[src/rtl/excp_redirect_pkg.sv]
`default_nettype none
// ============================================================================
// excp_redirect_pkg : shared types for the exception/eret redirect path
// Revision: 1.0
// ============================================================================
package excp_redirect_pkg;

   localparam int REDIRECT_PC_W = 32;

   typedef enum logic {
      IDLE = 1'b0,
      PEND = 1'b1
   } redirect_state_t;

   typedef enum logic {
      RK_EXC  = 1'b0,
      RK_ERET = 1'b1
   } redirect_kind_t;

   // Bundle handed to the fetch stage; layout {pc, kind}.
   typedef struct packed {
      logic [REDIRECT_PC_W-1:0] pc;
      redirect_kind_t           kind;
   } redirect_req_t;

   function automatic redirect_req_t pack_redirect(input logic [REDIRECT_PC_W-1:0] pc,
                                                   input redirect_kind_t kind);
      redirect_req_t r;
      r.pc   = pc;
      r.kind = kind;
      return r;
   endfunction

endpackage
`default_nettype wire

[src/rtl/excp_redirect_sat_counter.sv]
`default_nettype none
// ============================================================================
// sat_counter : saturating event counter with increment enable
// Revision: 1.0
// ============================================================================
module sat_counter #(
   parameter int WIDTH = 32
) (
   input  logic             clk,
   input  logic             resetn,
   input  logic             inc,
   output logic [WIDTH-1:0] count
);

   logic [WIDTH-1:0] value;

   always_ff @(posedge clk or negedge resetn) begin
      if (!resetn) begin
         value <= '0;
      end else if (inc && (value != {WIDTH{1'b1}})) begin
         value <= value + 1'b1;
      end
   end

   assign count = value;

endmodule
`default_nettype wire

[src/rtl/excp_redirect.sv]
`default_nettype none
// ============================================================================
// excp_redirect : holds one CP0 exception/eret redirect toward fetch
// Optional statistics counters enabled by EXCP_REDIRECT_STAT_EN.
// Revision: 1.0
// ============================================================================
module excp_redirect
   import excp_redirect_pkg::*;
#(
   parameter int ADDR_W = 32
) (
   input  logic              clk,
   input  logic              resetn,
   input  logic              is_intexc,
   input  logic [ADDR_W-1:0] entrance,
   input  logic              is_eret,
   input  logic [ADDR_W-1:0] epc,
   input  logic              fetch_ready,
   output logic              redirect_valid,
   output logic [ADDR_W-1:0] redirect_pc,
   output logic              redirect_kind,
   output logic              flush,
`ifdef EXCP_REDIRECT_STAT_EN
   output logic [31:0]       exc_cnt,
   output logic [31:0]       eret_cnt,
`endif
   output logic              commit_block
);

   redirect_state_t   state, next_state;
   logic [ADDR_W-1:0] req_pc;
   redirect_kind_t    req_kind;

   logic              req;
   logic              load;
   logic [ADDR_W-1:0] new_pc;
   redirect_kind_t    new_kind;
   logic              pending;
   logic              accept;

   assign req      = is_intexc | is_eret;
   // Exception has priority: a simultaneous eret is dropped.
   assign new_pc   = is_intexc ? entrance : epc;
   assign new_kind = is_intexc ? RK_EXC : RK_ERET;
   assign pending  = (state == PEND);
   assign accept   = pending & fetch_ready;

   always_ff @(posedge clk or negedge resetn) begin
      if (!resetn) begin
         state    <= IDLE;
         req_pc   <= '0;
         req_kind <= RK_EXC;
      end else begin
         state <= next_state;
         if (load) begin
            req_pc   <= new_pc;
            req_kind <= new_kind;
         end
      end
   end

   always_comb begin
      next_state = state;
      load       = 1'b0;
      case (state)
         IDLE: begin
            if (req) begin
               load       = 1'b1;
               next_state = PEND;
            end
         end
         PEND: begin
            // Only a new exception may replace or chain after a pending request.
            if (is_intexc) begin
               load       = 1'b1;
               next_state = PEND;
            end else if (fetch_ready) begin
               next_state = IDLE;
            end
         end
         default: next_state = IDLE;
      endcase
   end

   assign redirect_valid = pending;
   assign commit_block   = pending;
   assign flush          = req | pending;
   assign redirect_pc    = req_pc;
   assign redirect_kind  = req_kind;

`ifdef EXCP_REDIRECT_STAT_EN
   logic exc_inc;
   logic eret_inc;

   assign exc_inc  = accept & (req_kind == RK_EXC);
   assign eret_inc = accept & (req_kind == RK_ERET);

   sat_counter #(.WIDTH(32)) u_exc_cnt (
      .clk    (clk),
      .resetn (resetn),
      .inc    (exc_inc),
      .count  (exc_cnt)
   );

   sat_counter #(.WIDTH(32)) u_eret_cnt (
      .clk    (clk),
      .resetn (resetn),
      .inc    (eret_inc),
      .count  (eret_cnt)
   );
`else
   logic unused_accept;
   assign unused_accept = accept;
`endif

endmodule
`default_nettype wire

[config.mk]
export PLATFORM = sky130hd
export DESIGN_NAME = excp_redirect
export DESIGN_NICKNAME = d
export VERILOG_FILES = /design/src/rtl/excp_redirect_pkg.sv /design/src/rtl/excp_redirect_sat_counter.sv /design/src/rtl/excp_redirect.sv
export SDC_FILE = /design/constraint.sdc
export NUM_CORES = 1
export LEC_CHECK = 0
export ABC_AREA = 1
export ABC_CLOCK_PERIOD_IN_PS = 1400
export BUFFER_PORTS_ARGS = -buffer_cell sky130_fd_sc_hd__buf_2
export CAP_MARGIN = 40
export CORE_MARGIN = 5
export CORE_UTILIZATION = 43
export DETAILED_ROUTE_END_ITERATION = 8
export PLACE_DENSITY = 0.83
export SETUP_SLACK_MARGIN = 0.5
export SLEW_MARGIN = 20
export SYNTH_ARGS = -nofsm -noshare
export SYNTH_HDL_FRONTEND = slang
export SYNTH_SLANG_ARGS = --single-unit
[constraint.sdc]
create_clock -name clk -period 1.4 [get_ports clk]
set_input_delay 0.28 -clock clk [delete_from_list [all_inputs] [get_ports clk]]
set_output_delay 0.28 -clock clk [all_outputs]
set_load 0.01 [all_outputs]
After elaboration in Yosys (flattened, before gate mapping)
Index checks and enable logic that the tools add are counted.
{ "classes": {"n_div": 0, "add_sub_neg": 0, "bitwise": 3, "order_cmp": 0, "n_shift": 0, "n_reduce_logical": 0, "n_eq_ne": 0, "multipliers": 0, "muxes": 8} }
{ "ops": {"columns": ["op", "count"], "rows": [
  ["$mux W32", 1],
  ["$mux W1", 5],
  ["$pmux W1 S2", 2],
  ["$or A1 B1 Y1", 2],
  ["$not A1 Y1", 1]
]} }
{ "word_totals": {"register_bits": 34, "latchBits": 0, "inputBits": 69, "mem_count": 0, "romBits": 0, "output_inout_bits": 36, "ramBits": 0, "elab_cells": 14} }

Depth between registers and ports, before layout
{ "depth": {"word_depth": 3, "mapped_depth": 8, "depth_no_buf": 5} }

Worst setup path after synthesis
Ideal clock, no wire load.
{ "synth_timing": {"kind": "reg2reg", "start": "register state (netlist: commit_block)", "end": "register req_pc[10] (netlist: redirect_pc[10])", "stages_incl_launch_ff": 6, "t_arrival_ns": 1.011, "n_path_buf": 1, "t_required_ns": 1.334, "synth_period_minus_slack_ns": 1.077, "path_slack_ns": 0.323, "setup_time_ns": 0.066, "cell_sequence": "dfrtp_1 > inv_1 > nand2_2 > clkbuf_1 > nand3_1 > nand2_1"} }
{ "synth_between": {"elab_chain_cells": 2} }
{ "synth_lines": {"columns": ["element", "line", "rtl"], "rows": [
  ["start: declaration", "excp_redirect.sv:30", "redirect_state_t state, next_state;"],
  ["start signal: assignment", "excp_redirect.sv:54", "state <= next_state;"],
  ["$not A1 Y1", null, null],
  ["$pmux W1 S2 *", "excp_redirect.sv:65", "case (state)"],
  ["end signal: assignment", "excp_redirect.sv:56", "req_pc <= new_pc;"],
  ["end: declaration", "excp_redirect.sv:31", "logic [ADDR_W-1:0] req_pc;"]
]} }
Every way passes the cells marked *; elsewhere a longest branch is shown, timed or not.
A chain may end at the register's enable or synchronous reset.

Final worst setup path
{ "layout_timing": {"start": "register state (netlist: commit_block)", "end": "output port flush"} }
{ "layout_between": {"elab_chain_cells": 1} }
{ "layout_lines": {"columns": ["element", "line", "rtl"], "rows": [
  ["$or A1 B1 Y1", "excp_redirect.sv:87", "assign flush = req | pending;"],
  ["end: declaration", "excp_redirect.sv:22", "output logic flush,"]
]} }
Every way passes these cells.

==> run_summary.xml <==
<?xml version="1.0" encoding="UTF-8"?>
<metrics>
  <group name="clock_tree">
    <metric name="cts_buffers" unit="">5</metric>
    <metric name="cts_sinks" unit="">34</metric>
    <metric name="cts-hold-fix-buffers" unit="">0</metric>
    <metric name="clk-insertion-delay-late" unit="ns">0.27</metric>
    <metric name="clkTransAtPathRegs" unit="ns">0.06</metric>
    <metric name="max-clock-path-buffers" unit="">2</metric>
    <metric name="cts.root.buffer_cell" unit="">clkbuf_8</metric>
    <metric name="h_tree_depth" unit="">2</metric>
    <metric name="tritoncts" unit="">done</metric>
  </group>
  <group name="global_routing">
    <metric name="global_route.usage.total" unit="%">20.2</metric>
    <metric name="grt_max_degree" unit="">35</metric>
    <metric name="grt-ovfl-total" unit="">0</metric>
    <metric name="antenna_violations_before_repair" unit="">0</metric>
    <metric name="grt_pass1_vias" unit="">1933</metric>
    <metric name="grt_pass1_wl" unit="mm">8.56</metric>
  </group>
  <group name="routing">
    <metric name="final_antenna_net_count" unit="">0</metric>
    <metric name="drtPass1Iterations" unit="">4</metric>
    <metric name="total_wirelength_of_the_detailed_routed_design" unit="mm">5.50</metric>
    <metric name="drt_iter0_drc" unit="">95</metric>
    <metric name="remaining_drc_errors" unit="">0</metric>
    <metric name="detail_route.vias_per_cell" unit="">4.73</metric>
    <metric name="vias" unit="">2023</metric>
    <metric name="wl_per_cell" unit="um">12.8</metric>
  </group>
  <group name="power_and_ir_drop">
    <metric name="leak_pwr" unit="nW">1.69</metric>
    <metric name="cellPowerDensity" unit="nW/um^2">941</metric>
    <metric name="max-vdd-ir-drop" unit="V">0.000492</metric>
  </group>
  <group name="floorplan">
    <metric name="core_region_area" unit="um^2">4000</metric>
    <metric name="placement_rows" unit="">23</metric>
    <metric name="number_of_top_level_design_ports" unit="">105</metric>
    <metric name="dieHeight" unit="um">74.3</metric>
    <metric name="initial_core_util" unit="%">44.4</metric>
    <metric name="area_of_the_die" unit="um^2">5520</metric>
    <metric name="die_x" unit="um">74.3</metric>
  </group>
  <group name="setup_path">
    <metric name="timing.critical_path.cells" unit="">inv_4 &gt; nand2_2 &gt; buf_6</metric>
    <metric name="timing.setup.critical_path_class" unit="">reg2out</metric>
    <metric name="worst_ep_arrival_time" unit="ns">0.93</metric>
    <metric name="worst-endpoint-required" unit="ns">1.12</metric>
    <metric name="crit_path_end_kind" unit="">output pin</metric>
    <metric name="critPathLaunchType" unit="">flop</metric>
    <metric name="crit_path_max_fanout" unit="">3</metric>
    <metric name="max_stage_delay" unit="ns">0.42</metric>
    <metric name="crit_buf_inv" unit="">2</metric>
    <metric name="slowest_stage" unit="">dfrtp_1</metric>
    <metric name="cp_delay_by_family_top" unit="">flip-flops</metric>
  </group>
  <group name="flow_run">
    <metric name="max_cap_violations" unit="">0</metric>
  </group>
  <group name="timing">
    <metric name="timing.setup.tns" unit="ns">0</metric>
    <metric name="fin_worst_hold_slack" unit="ns">0.0209</metric>
    <metric name="period_utilisation_layout" unit="%">86.4</metric>
    <metric name="post-route-min-period" unit="ns">1.21</metric>
    <metric name="maxSlewHeadroom" unit="%">72.2</metric>
    <metric name="timing.final.setup_violations" unit="">0</metric>
    <metric name="achievable-frequency" unit="MHz">827</metric>
    <metric name="rsz0062_at_grt" unit="">true</metric>
    <metric name="fin_worst_skew" unit="ns">0.00491</metric>
    <metric name="transition_time_at_the_pin_with_the_least_slew_margin" unit="ns">0.418</metric>
    <metric name="timing_max_transition_violations_final" unit="">0</metric>
    <metric name="hold_viol_final" unit="">0</metric>
  </group>
  <group name="placement">
    <metric name="detailed_place.area" unit="um^2">2310</metric>
    <metric name="place_congestion" unit="">0.736</metric>
    <metric name="post-dp-hpwl" unit="mm">3.44</metric>
    <metric name="port_buffers" unit="">104</metric>
  </group>
  <group name="layout">
    <metric name="final_area" unit="um^2">2820</metric>
    <metric name="n_fill_cell" unit="">328</metric>
    <metric name="layout.nets" unit="">448</metric>
    <metric name="syn2layout_area_growth" unit="%">58.7</metric>
    <metric name="antenna_cells_inserted" unit="">0</metric>
    <metric name="layout-drive-gt1-share" unit="%">44.4</metric>
  </group>
  <group name="status">
    <metric name="outcome" unit="">finished, final reports clean</metric>
  </group>
  <group name="hold_path">
    <metric name="worst_hold_path_type" unit="">in2async</metric>
  </group>
  <group name="synthesis">
    <metric name="synth_seq_cells" unit="">34</metric>
    <metric name="post_synth_inst_count" unit="">253</metric>
    <metric name="yosys_warns" unit="">0</metric>
    <metric name="total_nets_after_synthesis" unit="">322</metric>
    <metric name="synth_area_per_cell" unit="um^2">7.02</metric>
    <metric name="post_synth_instance_area" unit="um^2">1780</metric>
    <metric name="synth.distinct_cells" unit="">13</metric>
    <metric name="ys_seq_area_share" unit="%">47.9</metric>
  </group>
</metrics>
## worst register-to-register path: cells and delay by family, from the launching register on
family | cells | cell delay (ns)
buffers and inverters | 3 | 0.31
DFF | 1 | 0.40
and+or+nand+nor | 4 | 0.37
## timing repair
| action | CTS | global route |
|---|---|---|
| gates cloned | 4 | 1 |
| pin swaps | 2 | 1 |
| endpoints found under the setup margin | 69 | 70 |
| resized for setup | 10 | 29 |
| setup buffers | 13 | 8 |
## synthesized netlist by cell type
| cell | n | area, um^2 |
|---|---|---|
| nand2_1 | 162 | 608 |
| dfrtp_1 | 34 | 851 |
| nand3_1 | 32 | 160 |
| buf_2 | 9 | 45.0 |
| buf_4 | 4 | 30.0 |
| buf_6 | 4 | 45.0 |
| inv_1 | 2 | 7.51 |
| a21oi_1 | 1 | 5.00 |
| clkbuf_1 | 1 | 3.75 |
| inv_2 | 1 | 3.75 |
| nand2_2 | 1 | 6.26 |
| nor2_1 | 1 | 3.75 |
| o211ai_1 | 1 | 7.51 |
## path summary, 6_finish.rpt
| path | to | from | depth (start not counted) | slack, ns |
|---|---|---|---|---|
| min in group clk | commit_block | fetch_ready | 2 | 0.23 |
| min reg2reg | redirect_pc[23] | redirect_pc[23] | 2 | 0.51 |
| min | redirect_pc[23] | resetn | 2 | 0.02 |
| max in group asynchronous | redirect_pc[8] | resetn | 2 | 1.07 |
| max | flush | commit_block | 3 | 0.19 |
| max reg2reg | redirect_pc[11] | commit_block | 7 | 0.20 |
## kinds of logic after synthesis
logic type | Yosys count | synth area share [%]
simple gates | 196 | 43.8
flops | 34 | 47.9
buf+inv | 21 | 7.61
compound gates | 2 | 0.704
## cell type report
cell class | count | area, um^2 | area share (%)
Tap cell | 50 | 62.6 | 2.22
Timing Repair Buffer | 133 | 843 | 29.9
Clock buffer | 6 | 82.6 | 2.93
Inverter | 3 | 13.8 | 0.488
Sequential cell | 34 | 851 | 30.2
Multi-Input combinational cell | 202 | 967 | 34.3
## per-layer routing
layer / up-vias / wire (um) / share of wire [%] / GRT usage, %
li1: 1036 / - / - / -
met1: 910 / 2190 / 40 / 24.4
met2: 71 / 2890 / 53 / 35.9
met3: 6 / 352 / 6.4 / 3.11
met4: 0 / 60 / 1.1 / 8.10
met5: - / 0 / 0 / 0
## through the flow
| step | utilization (%) | power (mW) | instances | setup WS (ns) |
|---|---|---|---|---|
| 2_1_floorplan | - | 1.51 | 253 | 0.418 |
| 3_3_place_gp | 57.8 | 1.76 | 396 | 0.263 |
| 3_5_place_dp | 57.8 | 1.77 | 396 | 0.189 |
| 4_1_cts | 66.1 | 2.58 | 419 | 0.183 |
| 5_1_grt | 70.5 | 2.80 | 428 | 0.132 |
| 6_report | 70.5 | 2.65 | 428 | 0.190 |
## cell usage in the layout, fill, tap and decap left out, types with 3 or more instances in the layout
cell type,count
nand2_1,145
buf_2,99
dfrtp_1,34
nand3_1,27
buf_4,23
nand2_2,14
clkbuf_8,6
buf_6,6
nand2_8,5
nand3_2,5
buf_12,4
nand2_4,3
## report_power, final
part / total, mW / switching [mW] / leakage (nW) / internal [mW]
logic: 0.806 / 0.416 / 1.23 / 0.390
registers: 1.16 / 0.0650 / 0.418 / 1.10
clock network: 0.687 / 0.308 / 0.0431 / 0.379
## sequential cells by signal (all words and copies together), names as in the netlist
signal,flops
redirect_kind,1
redirect_pc,32
commit_block,1
Note: power is estimated with default switching activity, not from simulation.
